$ cat src/rtl/dh_vec_collect.sv
// dh_vec_collect
// Collects NUNIT per-unit derivative samples (signed Q2.14) into one packed
// per-timestep vector. Each vector is also summed into per-unit saturating
// accumulators, and the sums are emitted when the last timestep of a sequence
// completes.
//
// Ports
//   clk         rising-edge clock
//   rst_n       synchronous active-low reset
//   clr         synchronous start-new-sequence clear (beats in_valid)
//   in_valid    sample strobe from the upstream derivative stage
//   in_data     signed sample for the current unit
//   seq_last    marks the current timestep as final (taken with the last unit)
//   in_ready    high when a sample can be accepted
//   dh_vec      packed per-timestep vector, unit i at [DATABIT*i +: DATABIT]
//   vec_valid   one-cycle pulse qualifying dh_vec
//   grad_vec    packed sequence-accumulated vector, same packing
//   grad_valid  one-cycle pulse qualifying grad_vec
//   sat_flag    sticky: some accumulator clamped
//   drop_err    sticky: in_valid arrived while in_ready was low
//   dbg_state   current FSM state (0 COLLECT, 1 ACC, 2 EMIT)
//
// Handshake: a sample is consumed on a rising edge where in_valid and
// in_ready are both high. There is no backpressure on the upstream stage.
// A sample offered while in_ready is low is lost and flagged in drop_err.
module dh_vec_collect #(
    parameter int DATABIT = 16,
    parameter int NUNIT   = 4,
    parameter int HTNUM   = NUNIT * DATABIT
) (
    input  logic               clk,
    input  logic               rst_n,
    input  logic               clr,
    input  logic               in_valid,
    input  logic [DATABIT-1:0] in_data,
    input  logic               seq_last,
    output logic               in_ready,
    output logic [HTNUM-1:0]   dh_vec,
    output logic               vec_valid,
    output logic [HTNUM-1:0]   grad_vec,
    output logic               grad_valid,
    output logic               sat_flag,
    output logic               drop_err,
    output logic [1:0]         dbg_state
);

    localparam int IW = (NUNIT > 1) ? $clog2(NUNIT) : 1;

    typedef enum logic [1:0] {
        S_COLLECT = 2'd0,
        S_ACC     = 2'd1,
        S_EMIT    = 2'd2
    } state_t;

    state_t             state_q;
    logic [IW-1:0]      idx_q;
    logic               last_q;
    logic [DATABIT-1:0] slot_q [NUNIT];
    logic [DATABIT-1:0] acc_q  [NUNIT];
    logic [HTNUM-1:0]   dh_vec_q;
    logic [HTNUM-1:0]   grad_vec_q;
    logic               vec_valid_q;
    logic               grad_valid_q;
    logic               sat_flag_q;
    logic               drop_err_q;

    // Combinational helpers
    logic [HTNUM-1:0]   dh_pack_d;      // slots with the incoming sample merged in
    logic [DATABIT-1:0] acc_d [NUNIT];  // saturated acc + slot
    logic [HTNUM-1:0]   acc_pack_d;
    logic               sat_any_d;
    logic [DATABIT:0]   sum_d [NUNIT];

    assign in_ready   = (state_q == S_COLLECT) && !clr;
    assign dh_vec     = dh_vec_q;
    assign vec_valid  = vec_valid_q;
    assign grad_vec   = grad_vec_q;
    assign grad_valid = grad_valid_q;
    assign sat_flag   = sat_flag_q;
    assign drop_err   = drop_err_q;
    assign dbg_state  = state_q;

    always_comb begin
        dh_pack_d  = '0;
        acc_pack_d = '0;
        sat_any_d  = 1'b0;
        for (int i = 0; i < NUNIT; i++) begin
            // dh_vec is loaded on the edge that takes the final sample, so
            // that sample is merged in here rather than read back from slot_q.
            if (i == int'(idx_q)) begin
                dh_pack_d[i*DATABIT +: DATABIT] = in_data;
            end else begin
                dh_pack_d[i*DATABIT +: DATABIT] = slot_q[i];
            end

            // One guard bit. Overflow shows as the top two bits differing.
            // The top bit then gives the true sign of the sum.
            sum_d[i] = {acc_q[i][DATABIT-1], acc_q[i]} + {slot_q[i][DATABIT-1], slot_q[i]};
            if (sum_d[i][DATABIT] != sum_d[i][DATABIT-1]) begin
                sat_any_d = 1'b1;
                if (sum_d[i][DATABIT]) begin
                    acc_d[i] = {1'b1, {(DATABIT-1){1'b0}}};
                end else begin
                    acc_d[i] = {1'b0, {(DATABIT-1){1'b1}}};
                end
            end else begin
                acc_d[i] = sum_d[i][DATABIT-1:0];
            end
            acc_pack_d[i*DATABIT +: DATABIT] = acc_d[i];
        end
    end

    always_ff @(posedge clk) begin
        if (!rst_n) begin
            state_q      <= S_COLLECT;
            idx_q        <= '0;
            last_q       <= 1'b0;
            dh_vec_q     <= '0;
            grad_vec_q   <= '0;
            vec_valid_q  <= 1'b0;
            grad_valid_q <= 1'b0;
            sat_flag_q   <= 1'b0;
            drop_err_q   <= 1'b0;
            for (int i = 0; i < NUNIT; i++) begin
                slot_q[i] <= '0;
                acc_q[i]  <= '0;
            end
        end else begin
            vec_valid_q  <= 1'b0;
            grad_valid_q <= 1'b0;
            if (clr) begin
                // The output vectors keep their values. Any in-flight
                // accumulate or emit is abandoned.
                state_q    <= S_COLLECT;
                idx_q      <= '0;
                last_q     <= 1'b0;
                sat_flag_q <= 1'b0;
                drop_err_q <= 1'b0;
                for (int i = 0; i < NUNIT; i++) begin
                    slot_q[i] <= '0;
                    acc_q[i]  <= '0;
                end
            end else begin
                if (in_valid && (state_q != S_COLLECT)) begin
                    drop_err_q <= 1'b1;
                end
                case (state_q)
                    S_COLLECT: begin
                        if (in_valid) begin
                            slot_q[idx_q] <= in_data;
                            if (idx_q == IW'(NUNIT - 1)) begin
                                idx_q       <= '0;
                                last_q      <= seq_last;
                                dh_vec_q    <= dh_pack_d;
                                vec_valid_q <= 1'b1;
                                state_q     <= S_ACC;
                            end else begin
                                idx_q <= idx_q + 1'b1;
                            end
                        end
                    end
                    S_ACC: begin
                        for (int i = 0; i < NUNIT; i++) begin
                            acc_q[i] <= acc_d[i];
                        end
                        if (sat_any_d) begin
                            sat_flag_q <= 1'b1;
                        end
                        if (last_q) begin
                            grad_vec_q   <= acc_pack_d;
                            grad_valid_q <= 1'b1;
                            state_q      <= S_EMIT;
                        end else begin
                            state_q <= S_COLLECT;
                        end
                    end
                    S_EMIT: begin
                        for (int i = 0; i < NUNIT; i++) begin
                            acc_q[i] <= '0;
                        end
                        state_q <= S_COLLECT;
                    end
                    default: begin
                        state_q <= S_COLLECT;
                    end
                endcase
            end
        end
    end

endmodule
$ cat config.mk
export PLATFORM = sky130hd
export DESIGN_NAME = dh_vec_collect
export DESIGN_NICKNAME = d
export VERILOG_FILES = /design/src/rtl/dh_vec_collect.sv
export SDC_FILE = /design/constraint.sdc
export NUM_CORES = 1
export LEC_CHECK = 0
export CAP_MARGIN = 40
export CORE_MARGIN = 1.5
export CORE_UTILIZATION = 57
export DETAILED_ROUTE_END_ITERATION = 16
export MAX_ROUTING_LAYER = met4
export PLACE_DENSITY = 0.81
export SETUP_SLACK_MARGIN = 0.3
export SLEW_MARGIN = 20
export SYNTH_ARGS = -nofsm -noshare
export SYNTH_HDL_FRONTEND = slang
export SYNTH_SLANG_ARGS = --single-unit
$ cat constraint.sdc
create_clock -name clk -period 3.3 [get_ports clk]
set_input_delay 0.66 -clock clk [delete_from_list [all_inputs] [get_ports clk]]
set_output_delay 0.66 -clock clk [all_outputs]
set_load 0.05 [all_outputs]
==> flow_summary.json, run 1 <==
{
  "status": "completed",
  "timing.critical_path.from_type": "register",
  "max_freq_mhz": 343.0,
  "grt_pass1_wl_um": 57600,
  "synth_flop_cell": "sky130_fd_sc_hd__dfxtp_1",
  "dp_hpwl_um": 26010,
  "detail_route.vias_per_cell": 6.002,
  "setup-violations-final": 0,
  "number_of_global_route_vias_before_repair": 10588,
  "clock-sinks": 265,
  "detailedPlace.worstSlack_ns": 0.1905,
  "critical_path.n_buffers_inverters": 3,
  "synth.ff_latch_count": 265,
  "crit_path_top_delay_cell": "sky130_fd_sc_hd__fa_1",
  "die_h_um": 155.6,
  "grt_usage_pct": 31.22,
  "routabilityCongestion": 0.9167,
  "worstPathMaxFanout": 6,
  "start_util_pct": 58.28,
  "row_count": 55,
  "worstSkewPairLatency_ns": 0.54,
  "grt_antenna_before_repair": 0,
  "fin_nets": 1672,
  "cellLeakagePower_uw": 0.006289,
  "final_min_period_over_clock_period_pct": 88.34,
  "multi_input_comb_area_mm2": 0.006894,
  "clockRootBuffer": "sky130_fd_sc_hd__clkbuf_16",
  "synthesis.nets": 1515,
  "crit_type": "reg2reg",
  "number_of_enable_flip_flop_cells_after_synthesis": 80,
  "critPathMaxStageDelay_ns": 0.44,
  "num_io_pins": 156,
  "place_inst": 1847,
  "vias": 11481,
  "setup_ws_ns": 0.3848,
  "worst-endpoint-arrival_ns": 3.39,
  "fillers": 1673,
  "drc": 0,
  "syn-cell-area_mm2": 0.01327,
  "crit_path_frequent_cell": "sky130_fd_sc_hd__buf_4",
  "hold_slack_ns": 0.4431,
  "final_core_utilization_pct": 72.11,
  "count_of_input_and_output_buffers": 155,
  "clock_tree.htree_level_count": 1,
  "ant_nets": 0,
  "synth.yosys.seq_area_share_pct": 46.00,
  "setup_tns_final_ns": 0,
  "synthArstFlopShare_pct": 0,
  "worst_ir_drop_vdd_mv": 0.4057,
  "rsz0062_at_grt": "true",
  "fp.dieArea_mm2": 0.02421,
  "tightest_slew_ns": 0.7980,
  "remaining_max_slew_budget_at_the_tightest_pin_pct": 46.67,
  "max_cap_viol_count": 0,
  "cp_data_required_time_ns": 3.77,
  "count_of_different_cell_masters_after_synthesis": 83,
  "pin_count_of_the_biggest_net_entering_global_routing": 46,
  "min_path_type": "reg2reg",
  "min_period_ns": 2.915,
  "final-seq-area_mm2": 0.006106,
  "timing.clock.skew_ns": 0.01415,
  "power_density_mw_per_mm2": 429.3,
  "syn-instance-count": 1422,
  "die_boundary_width_um": 155.6,
  "critical_path.top_delay_family": "compound AO/OA/AOI/OAI gates",
  "cts-root-to-sink-buffers": 3,
  "dr.first_iter.drc_count": 789,
  "clock_tree_from_tritoncts": "built",
  "synth-warning-count": 0,
  "final-max-slew-violation-count": 0,
  "cts.hold.buffers_added": 0,
  "drive_above_1_share_pct": 9.819,
  "totalWireLength_um": 37740,
  "avgSynthCellArea_um2": 9.335,
  "critical_path.endpoint_type": "register",
  "core_region_area_mm2": 0.02278,
  "clkSlewWorstSetupHoldPaths_ns": 0.06,
  "detail_route.first_pass.iterations": 5,
  "route.detailed.wl_per_inst_um": 19.73,
  "grt_remaining_overflow": 0,
  "report.final.hold_viol_count": 0,
  "final_cells": 1913,
  "cts-buffers-inserted": 27,
  "worstPathCellList": "ha_2, inv_1, fa_1, nand2b_4, a21oi_4, o41ai_4, a2111oi_4, buf_4, nor3_4, mux2i_4, buf_4, nand2_4, o21ai_1",
  "syn_to_final_growth_pct": 23.73
}
==> worst reg2reg max path, delay by kind of cell, from the launching register on <==
family | cells | cell delay, ns
compound gates | 4 | 0.86
flops | 1 | 0.36
fa+ha+maj | 2 | 0.62
buf+inv | 3 | 0.42
simple gates | 3 | 0.32
mux | 1 | 0.25
==> report_power, final <==
group	switching, µW	internal [µW]	leakage [µW]
combinational	367	206	0.00347
clock	1250	1790	0.000431
sequential	36.0	3400	0.00239
total	1650	5400	0.00629
==> synthesized netlist by cell type, types with 18 or more instances <==
library cell,n,share of area (%)
sky130_fd_sc_hd__a21oi_1,96,3.6
sky130_fd_sc_hd__ha_1,68,6.4
sky130_fd_sc_hd__nand2_1,151,4.3
sky130_fd_sc_hd__inv_1,36,1.0
sky130_fd_sc_hd__nand3_1,21,0.79
sky130_fd_sc_hd__xnor2_1,28,1.8
sky130_fd_sc_hd__clkbuf_1,59,1.7
sky130_fd_sc_hd__nor3_1,18,0.68
sky130_fd_sc_hd__edfxtp_1,80,18
sky130_fd_sc_hd__a211oi_1,53,3.0
sky130_fd_sc_hd__and2_1,69,3.3
sky130_fd_sc_hd__o21ai_0,117,4.4
sky130_fd_sc_hd__nor2_1,142,4.0
sky130_fd_sc_hd__mux2i_1,48,3.6
sky130_fd_sc_hd__dfxtp_1,185,28
==> state kept, by name, indices dropped and copies added, names as in the netlist <==
signal	cells
acc_q	64
dbg_state	2
grad_vec	64
drop_err	1
slot_q	64
grad_valid	1
idx_q	2
sat_flag	1
last_q	1
dh_vec	64
vec_valid	1
==> final timing paths <==
kind	start	end	slack [ns]	cells after the start
worst max-delay path	slot_q[2][0]$_SDFFCE_PN0P_	grad_vec[43]$_SDFFE_PN0P_	0.38	13
worst max register to register	slot_q[2][0]$_SDFFCE_PN0P_	grad_vec[43]$_SDFFE_PN0P_	0.38	13
worst min-delay path	grad_vec[40]$_SDFFE_PN0P_	grad_vec[40]$_SDFFE_PN0P_	0.44	2
worst min register to register	grad_vec[40]$_SDFFE_PN0P_	grad_vec[40]$_SDFFE_PN0P_	0.44	2
==> layout make-up <==
| cell class | instances | share of cell area, % |
|---|---|---|
| timing repair buffer | 204 | 12.25 |
| clock inverter | 9 | 0.5790 |
| tap | 313 | 2.384 |
| multi-input combinational | 1044 | 41.97 |
| clock buffer | 40 | 4.776 |
| sequential | 265 | 37.18 |
| antenna | 1 | 0.01524 |
| inverter | 37 | 0.8456 |
==> stage by stage <==
stage	total power, µW	instance area (µm²)
final	7051	16420
after global routing	7248	16420
after CTS	7036	16120
after detailed placement	4040	15230
after global placement	4027	15200
after floorplan	3838	13270
==> layout by cell type (no fill, tap or decap), types with 17 or more instances in the layout <==
cell type                         count
sky130_fd_sc_hd__dfxtp_1            185
sky130_fd_sc_hd__clkdlybuf4s50_1    154
sky130_fd_sc_hd__nand2_1            148
sky130_fd_sc_hd__nor2_1             138
sky130_fd_sc_hd__o21ai_0            108
sky130_fd_sc_hd__a21oi_1             95
sky130_fd_sc_hd__edfxtp_1            80
sky130_fd_sc_hd__and2_1              68
sky130_fd_sc_hd__ha_1                65
sky130_fd_sc_hd__a211oi_1            52
sky130_fd_sc_hd__mux2i_1             47
sky130_fd_sc_hd__buf_4               43
sky130_fd_sc_hd__inv_1               35
sky130_fd_sc_hd__xnor2_1             27
sky130_fd_sc_hd__clkbuf_16           27
sky130_fd_sc_hd__nand3_1             21
sky130_fd_sc_hd__o21ai_1             19
sky130_fd_sc_hd__o211ai_1            17
sky130_fd_sc_hd__a21o_1              17
sky130_fd_sc_hd__nor3_1              17
==> cells by family (layout without fill, tap and decap cells) <==
| kind of cell | count (synthesis) | after routing | synth area share [%] |
|---|---|---|---|
| AOI/OAI and AO/OA | 403 | 403 | 19.98 |
| adders and majority gates | 74 | 74 | 7.164 |
| DFF | 265 | 265 | 46.00 |
| and+or+nand+nor | 479 | 480 | 17.13 |
| muxes | 48 | 48 | 3.620 |
| buffers and inverters | 114 | 290 | 3.535 |
| xor gates and xnor gates | 39 | 39 | 2.573 |
| other | 0 | 1 | 0 |
==> repair_timing <==
action | CTS | global route
pin swaps | 1 | 13
resized for setup | 4 | 40
setup endpoints to repair | 56 | 114
setup buffers | 1 | 14
gates cloned | 0 | 1
==> per-layer routing <==
layer  vias to the layer above  GRT usage [%]  wire length [µm]
met4                         0          10.25              1241
met5                         -              -                 0
met1                      5446          42.23             16500
met2                       531          48.19             16880
li1                       5415              -                 -
met3                        89          4.889              3114
Note: power is estimated with default switching activity, not from simulation.
==> run 2, diff against run 1 <==
- CORE_MARGIN: 1.5 -> not set
==> run 2 against run 1 <==
Against the previous run:
- flip-flop and latch count did not move
- register-to-register slack barely moved
- maximum frequency is essentially flat
- cell area grew 0.39%
- first-iteration DRC count rose by 21%
- clock skew grew 0.0074 ns
- critical endpoint is now acc_q[2][12]$_SDFFE_PP0P_
- largest power group unchanged
==> flow_summary.json, run 2 (synthesized netlist as in run 1, its figures left out) <==
{
  "status": "completed",
  "timing.hold.worst.start": "grad_vec[36]$_SDFFE_PN0P_",
  "final_min_period_over_clock_period_pct": 88.40,
  "r2r_cells": 12,
  "clock-sinks": 265,
  "cts-root-to-sink-buffers": 3,
  "critical_path.endpoint_type": "register",
  "row_count": 55,
  "num_io_pins": 156,
  "rr_startpoint": "slot_q[2][0]$_SDFFCE_PN0P_",
  "worstSkewPairLatency_ns": 0.55,
  "ant_nets": 0,
  "crit_path_top_delay_cell": "sky130_fd_sc_hd__or4b_1",
  "final_cells": 1885,
  "crit_type": "reg2reg",
  "die_boundary_width_um": 154.6,
  "critical_path.n_buffers_inverters": 2,
  "drc": 0,
  "max_cap_viol_count": 0,
  "syn_to_final_growth_pct": 24.22,
  "critical_path.reg2reg.endpoint": "acc_q[2][12]$_SDFFE_PP0P_",
  "worstPathCellList": "ha_2, inv_1, fa_2, nand2b_4, a21oi_4, buf_4, o41a_1, or4b_1, a41oi_2, a41o_1, mux2i_1, a22o_1",
  "clkSlewWorstSetupHoldPaths_ns": 0.06,
  "drive_above_1_share_pct": 10.56,
  "dr.first_iter.drc_count": 954,
  "fin_nets": 1671,
  "holdPathEnd": "grad_vec[36]$_SDFFE_PN0P_",
  "remaining_max_slew_budget_at_the_tightest_pin_pct": 48.31,
  "core_region_area_mm2": 0.02271,
  "clock_tree.htree_level_count": 1,
  "pin_count_of_the_biggest_net_entering_global_routing": 70,
  "switching_power_uw": 1743,
  "hold_path_depth": 2,
  "num_antenna_cells": 0,
  "layout_commonest_cell": "sky130_fd_sc_hd__dfxtp_1",
  "dp_hpwl_um": 26330,
  "cellInternalPower_uw": 5548,
  "hold_slack_ns": 0.4466,
  "start_util_pct": 58.45,
  "route.detailed.wl_per_inst_um": 20.49,
  "rsz0062_at_grt": "true",
  "die_h_um": 154.6,
  "final-max-slew-violation-count": 0,
  "grt_pass1_wl_um": 59120,
  "seq_power_share_pct": 47.1,
  "fillers": 1668,
  "worst-endpoint-arrival_ns": 3.37,
  "vias": 11592,
  "cp_data_required_time_ns": 3.75,
  "finish.instance_area_mm2": 0.01649,
  "timing.clock.skew_ns": 0.02150,
  "setup-violations-final": 0,
  "worst_ir_drop_vdd_mv": 0.3652,
  "tightest_slew_ns": 0.7734,
  "min_path_type": "reg2reg",
  "routabilityCongestion": 0.9745,
  "fp.dieArea_mm2": 0.02390,
  "place_inst": 1819,
  "clockRootBuffer": "sky130_fd_sc_hd__clkbuf_16",
  "cellLeakagePower_uw": 0.006349,
  "power_density_mw_per_mm2": 442.2,
  "setup_tns_final_ns": 0,
  "detail_route.vias_per_cell": 6.150,
  "grt_antenna_before_repair": 2,
  "count_of_input_and_output_buffers": 155,
  "max_freq_mhz": 342.8,
  "clock_power_share_pct": 44.9,
  "postPlaceCellArea_mm2": 0.01519,
  "grt_remaining_overflow": 0,
  "report.final.hold_viol_count": 0,
  "critical_path.top_delay_family": "compound AO/OA/AOI/OAI gates",
  "worstPathMaxFanout": 3,
  "number_of_global_route_vias_before_repair": 10853,
  "grt_usage_pct": 32.54,
  "layout.cells.most_common_list": "185 x sky130_fd_sc_hd__dfxtp_1, 154 x sky130_fd_sc_hd__clkdlybuf4s50_1, 148 x sky130_fd_sc_hd__nand2_1",
  "netSwitchingFraction_pct": 23.91,
  "totalWireLength_um": 38630,
  "final_core_utilization_pct": 72.61,
  "min_period_ns": 2.917,
  "cts-buffers-inserted": 28,
  "detail_route.first_pass.iterations": 5,
  "combPwrFrac_pct": 7.9,
  "critPathMaxStageDelay_ns": 0.56,
  "timing.critical_path.from_type": "register",
  "flop_to_flop_setup_slack_ns": 0.38,
  "clock_tree_from_tritoncts": "built"
}
run 2: cell count changes in the layout (fill, tap and decap cells not counted), moves of 2 or more:
cell                        change
sky130_fd_sc_hd__buf_12         -3
sky130_fd_sc_hd__o21ai_0        -2
sky130_fd_sc_hd__o21ai_2        +3
sky130_fd_sc_hd__a31oi_2        +2
sky130_fd_sc_hd__buf_4          -3
sky130_fd_sc_hd__buf_6          +3
sky130_fd_sc_hd__a31oi_1        -2
sky130_fd_sc_hd__clkinv_2       +2
sky130_fd_sc_hd__clkbuf_16      +5
sky130_fd_sc_hd__nor3b_2        -2
sky130_fd_sc_hd__clkbuf_1       -4
run 2: worst max-delay path by stage:
stage	to	start	cells past startpoint	slack, ns
CTS	acc_q[2][7]$_SDFFE_PP0P_	slot_q[2][0]$_SDFFCE_PN0P_	11	0.26
detailed placement	acc_q[2][7]$_SDFFE_PP0P_	slot_q[2][0]$_SDFFCE_PN0P_	11	0.28
global route	acc_q[3][14]$_SDFFCE_PP0P_	acc_q[3][0]$_SDFFCE_PP0P_	11	0.25
global placement	grad_vec[8]$_SDFFE_PN0P_	slot_q[0][0]$_SDFFCE_PN0P_	11	0.37
floorplan	acc_q[2][2]$_SDFFE_PP0P_	slot_q[2][0]$_SDFFCE_PN0P_	12	0.68
finish	acc_q[2][12]$_SDFFE_PP0P_	slot_q[2][0]$_SDFFCE_PN0P_	12	0.38
run 2: power groups by stage:
stage	logic, µW	clock network (µW)	registers, µW
after floorplan	347	0	3490
after global placement	524	0	3500
after detailed placement	538	0	3510
after CTS	546	3290	3440
after global routing	615	3420	3440
final	576	3280	3440
run 2: area by class of cell:
cell class                      instances  area (µm²)  area share (%)
Clock inverter                         12       95.09          0.5767
Timing Repair Buffer                  202        1991           12.07
Clock buffer                           40       880.8           5.342
Inverter                               37       138.9          0.8423
Sequential cell                       265        6106           37.03
Tap cell                              285       356.6           2.163
Multi-Input combinational cell       1044        6920           41.97
run 2: metal layers:
| layer | routed length, µm | global-route usage (%) |
|---|---|---|
| met1 | 16130 | 42.47 |
| met2 | 17780 | 51.48 |
| met3 | 3139 | 3.839 |
| met4 | 1585 | 13.48 |
| met5 | 0 | - |
run 2: worst reg2reg max path, stage by stage, from the launching register on:
cell	delay [ns]
sky130_fd_sc_hd__edfxtp_1	0.40
sky130_fd_sc_hd__ha_2	0.20
sky130_fd_sc_hd__inv_1	0.09
sky130_fd_sc_hd__fa_2	0.21
sky130_fd_sc_hd__nand2b_4	0.15
sky130_fd_sc_hd__a21oi_4	0.07
sky130_fd_sc_hd__buf_4	0.15
sky130_fd_sc_hd__o41a_1	0.35
sky130_fd_sc_hd__or4b_1	0.56
sky130_fd_sc_hd__a41oi_2	0.24
sky130_fd_sc_hd__a41o_1	0.12
sky130_fd_sc_hd__mux2i_1	0.08
sky130_fd_sc_hd__a22o_1	0.20
run 2: repair_timing:
item	CTS	global route
buffers inserted	0	12
setup endpoints to repair	30	96
gates resized for setup	4	53
pin swaps	0	10
hold buffers	0	0
cloned	0	2
run 2: per-stage QoR:
stage | total power [µW] | setup WS, ns
3_5_place_dp | 4045 | 0.2766
2_1_floorplan | 3838 | 0.6757
5_1_grt | 7471 | 0.2540
4_1_cts | 7269 | 0.2589
6_report | 7291 | 0.3830
3_3_place_gp | 4028 | 0.3682
==> run 3, diff against run 2 <==
- CAP_MARGIN: 40 -> not set
==> run 3 against run 2 <==
Against the previous run:
- clock power decreased by 3%
- die area unchanged
- combinational power decreased by 1%
- cell count decreased by 0.37%
- maximum frequency increased by 1.9%
- setup slack improved by 0.055 ns
- global-route usage decreased by 0.76 points
- power decreased by 1.3%
- clock skew decreased by 0.010 ns
- critical path depth decreased by 2
- cell area decreased by 0.75%
- via count decreased by 1.6%
==> flow_summary.json, run 3 (synthesized netlist as in run 1, its figures left out) <==
{
  "status": "completed",
  "setup-violations-final": 0,
  "drive_above_1_share_pct": 9.856,
  "final_core_utilization_pct": 72.06,
  "timing.clock.skew_ns": 0.01103,
  "max_freq_mhz": 349.4,
  "grt_usage_pct": 31.77,
  "totalWireLength_um": 37910,
  "clock_power_share_pct": 44.3,
  "final_min_period_over_clock_period_pct": 86.73,
  "report.final.hold_viol_count": 0,
  "topRoutingLayerUsed": "met4",
  "die_h_um": 154.6,
  "worst-endpoint-arrival_ns": 3.13,
  "fillers": 1701,
  "number_of_global_route_vias_before_repair": 10710,
  "drc": 0,
  "layout_commonest_cell": "sky130_fd_sc_hd__dfxtp_1",
  "power_density_mw_per_mm2": 439.7,
  "route.detailed.wl_per_inst_um": 20.19,
  "clock-sinks": 265,
  "min_path_type": "reg2reg",
  "cellLeakagePower_uw": 0.006291,
  "min_period_ns": 2.862,
  "worstSkewPairLatency_ns": 0.54,
  "netSwitchingFraction_pct": 23.55,
  "routabilityCongestion": 0.9745,
  "combPwrFrac_pct": 7.9,
  "max_cap_viol_count": 0,
  "timing.critical_path.from_type": "register",
  "crit_type": "reg2reg",
  "met3_wirelength_um": 3070,
  "dp_hpwl_um": 26200,
  "grt_remaining_overflow": 0,
  "detail_route.first_pass.iterations": 5,
  "core_region_area_mm2": 0.02271,
  "clkSlewWorstSetupHoldPaths_ns": 0.06,
  "routed_met2_length_um": 17410,
  "die_boundary_width_um": 154.6,
  "num_antenna_cells": 0,
  "total_power_draw_uw": 7195,
  "cellInternalPower_uw": 5501,
  "worstPathMaxFanout": 7,
  "cts-buffers-inserted": 27,
  "count_of_input_and_output_buffers": 155,
  "row_count": 55,
  "seq_power_share_pct": 47.8,
  "cts-root-to-sink-buffers": 3,
  "remaining_max_slew_budget_at_the_tightest_pin_pct": 40.70,
  "setup_tns_final_ns": 0,
  "switching_power_uw": 1694,
  "vias": 11404,
  "final-max-slew-violation-count": 0,
  "postPlaceCellArea_mm2": 0.01513,
  "worst_ir_drop_vdd_mv": 0.3613,
  "pin_count_of_the_biggest_net_entering_global_routing": 70,
  "start_util_pct": 58.45,
  "detail_route.vias_per_cell": 6.072,
  "dr.first_iter.drc_count": 1069,
  "fin_nets": 1666,
  "num_io_pins": 156,
  "tightest_slew_ns": 0.8884,
  "rsz0062_at_grt": "false",
  "cp_data_required_time_ns": 3.57,
  "finish.instance_area_mm2": 0.01636,
  "grt_antenna_before_repair": 1,
  "cts.hold.buffers_added": 0,
  "clockRootBuffer": "sky130_fd_sc_hd__clkbuf_16",
  "syn_to_final_growth_pct": 23.28,
  "m1WireLength_um": 16050,
  "grt_pass1_wl_um": 57830,
  "critical_path.endpoint_type": "register",
  "fp.dieArea_mm2": 0.02390,
  "layout.cells.most_common_list": "185 x sky130_fd_sc_hd__dfxtp_1, 154 x sky130_fd_sc_hd__clkdlybuf4s50_1, 147 x sky130_fd_sc_hd__nand2_1",
  "clock_tree_from_tritoncts": "built",
  "clock_tree.htree_level_count": 1,
  "ant_nets": 0
}
[run 3: cell types whose count changed in the layout (fill, tap and decap cells not counted), sizes merged]
cell / delta
buf: -5
clkinv: +4
o22ai: +1
clkbuf: -9
clkinvlp: +1
bufinv: +3
inv: -2
[run 3: critical path, stage by stage, from the launching register on]
cell and delay (ns):
sky130_fd_sc_hd__edfxtp_1 0.40, sky130_fd_sc_hd__ha_1 0.31, sky130_fd_sc_hd__a21oi_1 0.26, sky130_fd_sc_hd__o21ai_0 0.18, sky130_fd_sc_hd__o21a_1 0.24, sky130_fd_sc_hd__a211oi_2 0.28
sky130_fd_sc_hd__xnor2_1 0.17, sky130_fd_sc_hd__and2_1 0.19, sky130_fd_sc_hd__buf_4 0.16, sky130_fd_sc_hd__nor3b_1 0.30, sky130_fd_sc_hd__nor3_1 0.11
[run 3: stage by stage]
step / hold slack (ns) / cells / setup WS [ns]
2_1_floorplan: 0.4291 / 1422 / 0.6757
3_3_place_gp: 0.4343 / 1817 / 0.3682
3_5_place_dp: 0.4412 / 1817 / 0.2602
4_1_cts: 0.4540 / 1866 / 0.2534
5_1_grt: 0.4782 / 1878 / 0.2576
6_report: 0.4471 / 1878 / 0.4378
[run 3: power by group through the flow]
| stage | clock (µW) | combinational, µW | sequential [µW] |
|---|---|---|---|
| after floorplan | 0 | 347 | 3490 |
| after global placement | 0 | 524 | 3500 |
| after detailed placement | 0 | 530 | 3510 |
| after CTS | 3200 | 537 | 3440 |
| after global routing | 3320 | 609 | 3440 |
| final | 3190 | 570 | 3440 |
[run 3: final timing paths]
path	startpoint	end	slack, ns	cells after the start
max	acc_q[3][1]$_SDFFCE_PP0P_	acc_q[3][14]$_SDFFCE_PP0P_	0.44	10
min	grad_vec[36]$_SDFFE_PN0P_	grad_vec[36]$_SDFFE_PN0P_	0.45	2
max reg2reg	acc_q[3][1]$_SDFFCE_PP0P_	acc_q[3][14]$_SDFFCE_PP0P_	0.44	10
min reg2reg	grad_vec[36]$_SDFFE_PN0P_	grad_vec[36]$_SDFFE_PN0P_	0.45	2
[run 3: routing by layer]
layer / track usage, % / vias up
li1: - / 5399
met1: 41.96 / 5416
met2: 49.86 / 499
met3: 4.035 / 90
met4: 12.31 / 0
met5: - / -
[run 3: area by class of cell]
class / instances / area [µm²] / area share (%)
clock buffer: 31 / 732.0 / 4.473
clock inverter: 18 / 195.2 / 1.193
inverter: 37 / 138.9 / 0.8487
multi-input combinational: 1045 / 6918 / 42.27
sequential: 265 / 6106 / 37.31
tap: 285 / 356.6 / 2.179
timing repair buffer: 197 / 1918 / 11.72
[run 3: what timing repair did]
item | 4_1_cts | 5_1_grt
buffers inserted | 0 | 9
cloned | 0 | 2
pin swaps | 0 | 9
gates resized for setup | 3 | 48
setup endpoints to repair | 27 | 84
